--- src/rtl/mem_port_arbiter_pkg.sv ---
// Shared types and helpers for the fetch / load-store memory port arbiter.
// Load/store size codes, arbiter states, owners and the request legality check.
package riscv_mem_pkg;

  typedef enum logic [2:0] {
    LSEN_B  = 3'b000,
    LSEN_H  = 3'b001,
    LSEN_W  = 3'b010,
    LSEN_BU = 3'b011,
    LSEN_HU = 3'b100
  } lsen_t;

  typedef enum logic [1:0] {
    IDLE = 2'd0,
    REQ  = 2'd1,
    RESP = 2'd2
  } arb_state_t;

  typedef enum logic {
    OWN_IF = 1'b0,
    OWN_LS = 1'b1
  } owner_t;

  // Fetches are always word reads, so they reuse the LS legality rules with LSEN_W.
  localparam logic [2:0] IF_LSEN = LSEN_W;

  // Only the low two address bits matter for alignment.
  function automatic logic lsen_legal(input logic [2:0] lsen, input logic we,
                                      input logic [1:0] addr_lo);
    logic ok;
    case (lsen)
      LSEN_B:  ok = 1'b1;
      LSEN_BU: ok = !we;
      LSEN_H:  ok = !addr_lo[0];
      LSEN_HU: ok = !we && !addr_lo[0];
      LSEN_W:  ok = (addr_lo == 2'b00);
      default: ok = 1'b0;
    endcase
    return ok;
  endfunction

endpackage

--- src/rtl/mem_port_arbiter_lsu_lane_align.sv ---
// Byte-lane steering between the right-aligned core data and the 32-bit memory word.
// Stores: byte enables and lane replication. Loads: lane select plus sign/zero extension.
module lsu_lane_align
  import riscv_mem_pkg::*;
(
  input  logic [2:0]  lsen,
  input  logic        we,
  input  logic [1:0]  addr_lo,
  input  logic [31:0] wdata,
  input  logic [31:0] rdata,
  output logic [3:0]  be,
  output logic [31:0] wdata_lane,
  output logic [31:0] rdata_ext
);

  logic [7:0]  rd_byte;
  logic [15:0] rd_half;

  always_comb begin
    be         = 4'b1111;
    wdata_lane = wdata;
    if (we) begin
      case (lsen)
        LSEN_B, LSEN_BU: begin
          be         = 4'b0001 << addr_lo;
          wdata_lane = {4{wdata[7:0]}};
        end
        LSEN_H, LSEN_HU: begin
          be         = addr_lo[1] ? 4'b1100 : 4'b0011;
          wdata_lane = {2{wdata[15:0]}};
        end
        default: ;
      endcase
    end
  end

  always_comb begin
    case (addr_lo)
      2'd0:    rd_byte = rdata[7:0];
      2'd1:    rd_byte = rdata[15:8];
      2'd2:    rd_byte = rdata[23:16];
      default: rd_byte = rdata[31:24];
    endcase
    rd_half = addr_lo[1] ? rdata[31:16] : rdata[15:0];
    case (lsen)
      LSEN_B:  rdata_ext = {{24{rd_byte[7]}}, rd_byte};
      LSEN_BU: rdata_ext = {24'd0, rd_byte};
      LSEN_H:  rdata_ext = {{16{rd_half[15]}}, rd_half};
      LSEN_HU: rdata_ext = {16'd0, rd_half};
      default: rdata_ext = rdata;
    endcase
  end

endmodule

--- src/rtl/mem_port_arbiter.sv ---
// Round-robin arbiter sharing one single-port memory between instruction fetch
// and the load/store path, one outstanding transaction, with misalign and timeout errors.
//
//   state | meaning
//   IDLE  | no transaction; arbitrate requests not sampled during a gnt pulse
//   REQ   | mem_req held with latched address/data until mem_ready
//   RESP  | read accepted, waiting for mem_rvalid
module mem_port_arbiter
  import riscv_mem_pkg::*;
#(
  parameter int ADDR_W   = 32,
  parameter int MAX_WAIT = 255
) (
  input  logic              clk,
  input  logic              rst,
  input  logic              if_req,
  input  logic [ADDR_W-1:0] if_addr,
  output logic              if_gnt,
  output logic              if_rvalid,
  output logic [31:0]       if_rdata,
  output logic              if_err,
  input  logic              ls_req,
  input  logic              ls_we,
  input  logic [2:0]        ls_lsen,
  input  logic [ADDR_W-1:0] ls_addr,
  input  logic [31:0]       ls_wdata,
  output logic              ls_gnt,
  output logic              ls_rvalid,
  output logic [31:0]       ls_rdata,
  output logic              ls_err,
  output logic              mem_req,
  output logic              mem_we,
  output logic [3:0]        mem_be,
  output logic [ADDR_W-1:0] mem_addr,
  output logic [31:0]       mem_wdata,
  input  logic              mem_ready,
  input  logic              mem_rvalid,
  input  logic [31:0]       mem_rdata
);

  localparam int TIMER_W = $clog2(MAX_WAIT + 1);
  localparam logic [TIMER_W-1:0] TIMER_LAST = TIMER_W'(MAX_WAIT - 1);

  arb_state_t state, state_next;
  owner_t     last_owner, owner;

  logic [ADDR_W-1:0]  lat_addr;
  logic [2:0]         lat_lsen;
  logic               lat_we;
  logic [31:0]        lat_wdata;
  logic [TIMER_W-1:0] timer;

  logic arb_en, pick_ls, win, win_legal;
  logic timeout, finish, abort;

  logic [3:0]  lane_be;
  logic [31:0] lane_wdata, load_data;

  lsu_lane_align u_lane (
    .lsen       (lat_lsen),
    .we         (lat_we),
    .addr_lo    (lat_addr[1:0]),
    .wdata      (lat_wdata),
    .rdata      (mem_rdata),
    .be         (lane_be),
    .wdata_lane (lane_wdata),
    .rdata_ext  (load_data)
  );

  // A requester still sees its own gnt during the pulse cycle, so no arbitration then.
  always_comb begin
    arb_en = (state == IDLE) && !if_gnt && !ls_gnt;
    if (ls_req && if_req) pick_ls = (last_owner == OWN_IF);
    else                  pick_ls = ls_req;
    win       = arb_en && (if_req || ls_req);
    win_legal = pick_ls ? lsen_legal(ls_lsen, ls_we, ls_addr[1:0])
                        : lsen_legal(IF_LSEN, 1'b0, if_addr[1:0]);
  end

  always_ff @(posedge clk or posedge rst) begin
    if (rst) state <= IDLE;
    else     state <= state_next;
  end

  always_comb begin
    state_next = state;
    finish     = 1'b0;
    abort      = 1'b0;
    timeout    = (timer == TIMER_LAST);
    case (state)
      IDLE: if (win && win_legal) state_next = REQ;
      REQ: begin
        if (mem_ready && (lat_we || mem_rvalid)) begin
          finish     = 1'b1;
          state_next = IDLE;
        end else if (timeout) begin
          abort      = 1'b1;
          state_next = IDLE;
        end else if (mem_ready) begin
          state_next = RESP;
        end
      end
      RESP: begin
        if (mem_rvalid) begin
          finish     = 1'b1;
          state_next = IDLE;
        end else if (timeout) begin
          abort      = 1'b1;
          state_next = IDLE;
        end
      end
      default: state_next = IDLE;
    endcase
  end

  always_comb begin
    mem_req   = 1'b0;
    mem_we    = 1'b0;
    mem_be    = 4'b0000;
    mem_addr  = '0;
    mem_wdata = '0;
    if (state == REQ) begin
      mem_req   = 1'b1;
      mem_we    = lat_we;
      mem_be    = lane_be;
      mem_addr  = {lat_addr[ADDR_W-1:2], 2'b00};
      mem_wdata = lat_we ? lane_wdata : 32'd0;
    end
  end

  // Timer sits at zero in IDLE, so entry to REQ always starts from a cleared count.
  always_ff @(posedge clk or posedge rst) begin
    if (rst)                timer <= '0;
    else if (state == IDLE) timer <= '0;
    else                    timer <= timer + 1'b1;
  end

  always_ff @(posedge clk or posedge rst) begin
    if (rst) begin
      last_owner <= OWN_IF;
      owner      <= OWN_IF;
      lat_addr   <= '0;
      lat_lsen   <= LSEN_W;
      lat_we     <= 1'b0;
      lat_wdata  <= '0;
      if_gnt     <= 1'b0;
      if_rvalid  <= 1'b0;
      if_rdata   <= '0;
      if_err     <= 1'b0;
      ls_gnt     <= 1'b0;
      ls_rvalid  <= 1'b0;
      ls_rdata   <= '0;
      ls_err     <= 1'b0;
    end else begin
      if_gnt    <= 1'b0;
      if_rvalid <= 1'b0;
      if_rdata  <= '0;
      if_err    <= 1'b0;
      ls_gnt    <= 1'b0;
      ls_rvalid <= 1'b0;
      ls_rdata  <= '0;
      ls_err    <= 1'b0;

      if (win) begin
        owner      <= pick_ls ? OWN_LS : OWN_IF;
        last_owner <= pick_ls ? OWN_LS : OWN_IF;
        if (pick_ls) begin
          lat_addr  <= ls_addr;
          lat_lsen  <= ls_lsen;
          lat_we    <= ls_we;
          lat_wdata <= ls_wdata;
          ls_gnt    <= 1'b1;
          ls_err    <= !win_legal;
        end else begin
          lat_addr  <= if_addr;
          lat_lsen  <= IF_LSEN;
          lat_we    <= 1'b0;
          lat_wdata <= '0;
          if_gnt    <= 1'b1;
          if_err    <= !win_legal;
        end
      end

      if (finish) begin
        if (owner == OWN_LS) begin
          ls_rvalid <= 1'b1;
          ls_rdata  <= lat_we ? 32'd0 : load_data;
        end else begin
          if_rvalid <= 1'b1;
          if_rdata  <= load_data;
        end
      end

      if (abort) begin
        if (owner == OWN_LS) begin
          ls_rvalid <= 1'b1;
          ls_err    <= 1'b1;
        end else begin
          if_rvalid <= 1'b1;
          if_err    <= 1'b1;
        end
      end
    end
  end

endmodule

--- config.mk ---
export PLATFORM = sky130hd
export DESIGN_NAME = mem_port_arbiter
export DESIGN_NICKNAME = d
export VERILOG_FILES = /design/src/rtl/mem_port_arbiter_pkg.sv /design/src/rtl/mem_port_arbiter_lsu_lane_align.sv /design/src/rtl/mem_port_arbiter.sv
export SDC_FILE = /design/constraint.sdc
export NUM_CORES = 1
export LEC_CHECK = 0
export ABC_AREA = 1
export CORE_MARGIN = 4
export CORE_UTILIZATION = 44
export CTS_CLUSTER_DIAMETER = 60
export DETAILED_ROUTE_END_ITERATION = 6
export PLACE_DENSITY = 0.78
export SKIP_LAST_GASP = 1
export SYNTH_ARGS = -nofsm -noshare
export SYNTH_HDL_FRONTEND = slang
export SYNTH_SLANG_ARGS = --single-unit
--- constraint.sdc ---
create_clock -name clk -period 5.7 [get_ports clk]
set_input_delay 1.14 -clock clk [delete_from_list [all_inputs] [get_ports clk]]
set_output_delay 1.14 -clock clk [all_outputs]
set_load 0.02 [all_outputs]
==> results.sh <==
export IMPL_drc=0
export IMPL_drt_pre_antenna_iters=5
export IMPL_vias=6910
export IMPL_hold_slack_ns=0.492
export IMPL_critPathKind="reg2out"
export IMPL_diodes=0
export IMPL_crit_chain="inv_1 > a21oi_4 > nand2_1 > o21ai_0 > inv_1 > clkdlybuf4s50_1"
export IMPL_numClockSinks=149
export IMPL_cap_violations=0
export IMPL_hold_buffers=0
export IMPL_start_kind="flop"
export IMPL_clk_pin_slew_ns=0.06
export IMPL_crit_top_cell="inv_1"
export IMPL_drive_above_1_share_pct=5.35
export IMPL_post_cts_buffers=0
export IMPL_power_switching_share_pct=41.3
export IMPL_critPathMaxFanout=31
export IMPL_overflow=0
export IMPL_die_w_microns=135
export IMPL_power_density_nw_per_um2=438
export IMPL_avgSynthCellArea_sq_um=7.87
export IMPL_slew_violations=0
export IMPL_cts_made_buffers=17
export IMPL_power_clock_fraction_pct=24.1
export IMPL_relSlewSlack_pct=27.0
export IMPL_fmaxAchievable_mhz=243
export IMPL_num_nets_final=1308
export IMPL_ff2ff_path_depth=9
export IMPL_cp_slowest_stage_delay_ns=0.93
export IMPL_area_growth_pct=47.8
export IMPL_gp_congestion=0.902
export IMPL_final_setup_skew_ns=0.00977
export IMPL_routed_wl_microns=22200
export IMPL_setup_tns_ns=0
export IMPL_cts_resized=0
export IMPL_final_min_clock_period_ns=4.11
export IMPL_crit_buf_inv=3
export IMPL_grt_pass1_wl_microns=35000
export IMPL_grtUsageTotal_pct=24.4
export IMPL_critPathArrivalTime_ns=2.97
export IMPL_crit_family="buffers and inverters"
export IMPL_fin_util_pct=66.5
export IMPL_post_drt_wl_per_cell_microns=16.0
export IMPL_cts_max_level=4
export IMPL_end_kind="output port"
export IMPL_die_area_sq_um=18400
export IMPL_finalSetupViolations=0
export IMPL_power_switching_w=0.00192
export IMPL_antenna_found_initial=0
export IMPL_intPower_w=0.00272
export IMPL_ys_ff_latch=149
export IMPL_combPwrFrac_pct=43.5
export IMPL_ys_types=36
export IMPL_dpl_cell_area_sq_um=9980
export IMPL_port_buffer_count=275
export IMPL_detail_route_antenna_nets=0
export IMPL_worstSetupPathDepth=6
export IMPL_critPathSlowestCell="dfrtp_1"
export IMPL_clock_path_buffers=2
export IMPL_holdCritPathClass="reg2reg"
export IMPL_min_path_cells=1
export IMPL_finalCritPeriodShare_pct=72.1
export IMPL_start_util_pct=45.0
export IMPL_critical_path_required_ns=4.56
export IMPL_clockRootBuffer="clkbuf_16"
export IMPL_synth_seq_area_share_pct=52.2
export IMPL_p_total_w=0.00463
export IMPL_dieHeight_microns=135
export IMPL_seq_power_share_pct=32.4
export IMPL_clk_latency_ns=0.42
export IMPL_drt_iter0_markers=537
export IMPL_dp_hpwl_microns=16500
export IMPL_rows=46
export IMPL_netlist_area_sq_um=7150
export IMPL_ir_worst_vdd_mv=0.300
export IMPL_synthCells=908
export IMPL_worst_slew_pin_slew_ns=1.09
export IMPL_cts_tree="built"
export IMPL_leakage_nw=5.03
export IMPL_yosys_warnings=0
export IMPL_grt_pass1_vias=6771
export IMPL_core_area_sq_um=15900
export IMPL_grt_max_degree=120
export IMPL_final_area_sq_um=10600
export IMPL_hold_viol=0
export IMPL_io_pins=278
export IMPL_rsz0062_at_grt="false"
export IMPL_vias_per_cell=4.96
export IMPL_status="finished clean"
power by group through the flow:
stage | clock network (W) | registers, W | logic [W]
floorplan | 0 | 0.00151 | 0.00127
global placement | 0 | 0.00150 | 0.00199
detailed placement | 0 | 0.00151 | 0.00202
CTS | 0.00113 | 0.00150 | 0.00203
global route | 0.00119 | 0.00153 | 0.00222
finish | 0.00112 | 0.00150 | 0.00202
metal layers:
metal  up-vias  wire [microns]  GRT usage (%)
met3        36            1940           6.65
met5         -               0              0
met1      3241            8780           30.2
met4         0             504           7.95
met2       285           11000           41.5
li1       3348               -              -
cell usage in the layout, fill, tap and decap left out, types with 17 or more instances in the layout:
cell type / n
nand3_1: 66
inv_1: 111
clkdlybuf4s50_1: 275
dfrtp_1: 148
o21ai_0: 68
clkbuf_16: 17
nor2_1: 104
a21oi_1: 35
nand2_1: 251
o21ai_1: 22
worst paths after layout:
kind | start | end | slack [ns]
worst max-delay path | lat_addr[1] | mem_be[0] | 1.59
worst min-delay path | timer[4] | timer[4] | 0.49
worst max register to register | state[0] | lat_addr[1] | 2.98
worst min register to register | timer[4] | timer[4] | 0.49
max in group asynchronous | rst | lat_lsen[1] | 3.23
min in group asynchronous | rst | if_rdata[10] | 1.29
per-stage QoR:
stage / std cells / worst slack, ns
finish: 1393 / 1.59
CTS: 1393 / 1.64
detailed placement: 1361 / 2.09
global route: 1393 / 1.41
global placement: 1361 / 2.18
floorplan: 909 / 0.554
synthesized netlist by cell type:
library cell | n | area, sq um
o211ai_1 | 1 | 7.51
and2_1 | 1 | 6.26
clkbuf_1 | 11 | 41.3
inv_1 | 112 | 420
nor2_1 | 104 | 390
nand3_1 | 66 | 330
o21ai_4 | 1 | 16.3
or2_2 | 3 | 18.8
nor2_2 | 4 | 25.0
o22ai_1 | 3 | 18.8
o21ai_1 | 22 | 110
ha_1 | 6 | 75.1
a21oi_4 | 1 | 16.3
a22oi_1 | 1 | 7.51
nand3_2 | 2 | 20.0
and3_1 | 1 | 6.26
a22o_1 | 7 | 61.3
nor3_2 | 1 | 10.0
inv_2 | 7 | 26.3
o21ai_0 | 68 | 340
nand2_1 | 251 | 942
o211ai_4 | 1 | 21.3
xor2_1 | 1 | 8.76
nand2_2 | 1 | 6.26
nor3_1 | 6 | 30.0
nor2_4 | 2 | 22.5
conb_1 | 1 | 3.75
dfstp_2 | 1 | 26.3
buf_4 | 4 | 30.0
nand4_1 | 4 | 25.0
a21oi_1 | 35 | 175
nand4_4 | 1 | 21.3
o221ai_1 | 1 | 8.76
dfrtp_1 | 148 | 3700
buf_6 | 5 | 56.3
buf_2 | 24 | 120
sequential cells by signal (all words and copies together) (netlist names), 2 cells and up:
name and cells:
state 2, ls_rdata 32, timer 8, lat_wdata 32
lat_lsen 3, if_rdata 32, lat_addr 32
kinds of logic after synthesis:
family	Yosys count	synth area share, %
and+or+nand+nor	447	25.9
xor gates and xnor gates	1	0.123
DFF	149	52.2
AOI/OAI and AO/OA	141	11.0
buffers and inverters	163	9.71
adders and majority gates	6	1.05
other	1	0.0525
area by class of cell:
cell class,count,area [sq um]
fillers,1370,5320
clock buffers,17,425
flip-flops and latches,149,3730
repair buffers,280,2790
clock inverters,15,169
well taps,216,270
inverters,119,452
multi-input cells,597,2730
worst reg2reg max path: stages (launching register included):
cell,delay (ns)
dfrtp_1,0.40
inv_1,0.12
ha_1,0.33
inv_2,0.10
nor2_2,0.14
o211ai_4,0.10
buf_4,0.31
nor2_4,0.67
nand2_1,0.29
o211ai_1,0.17
(Power assumes the default switching activity.)
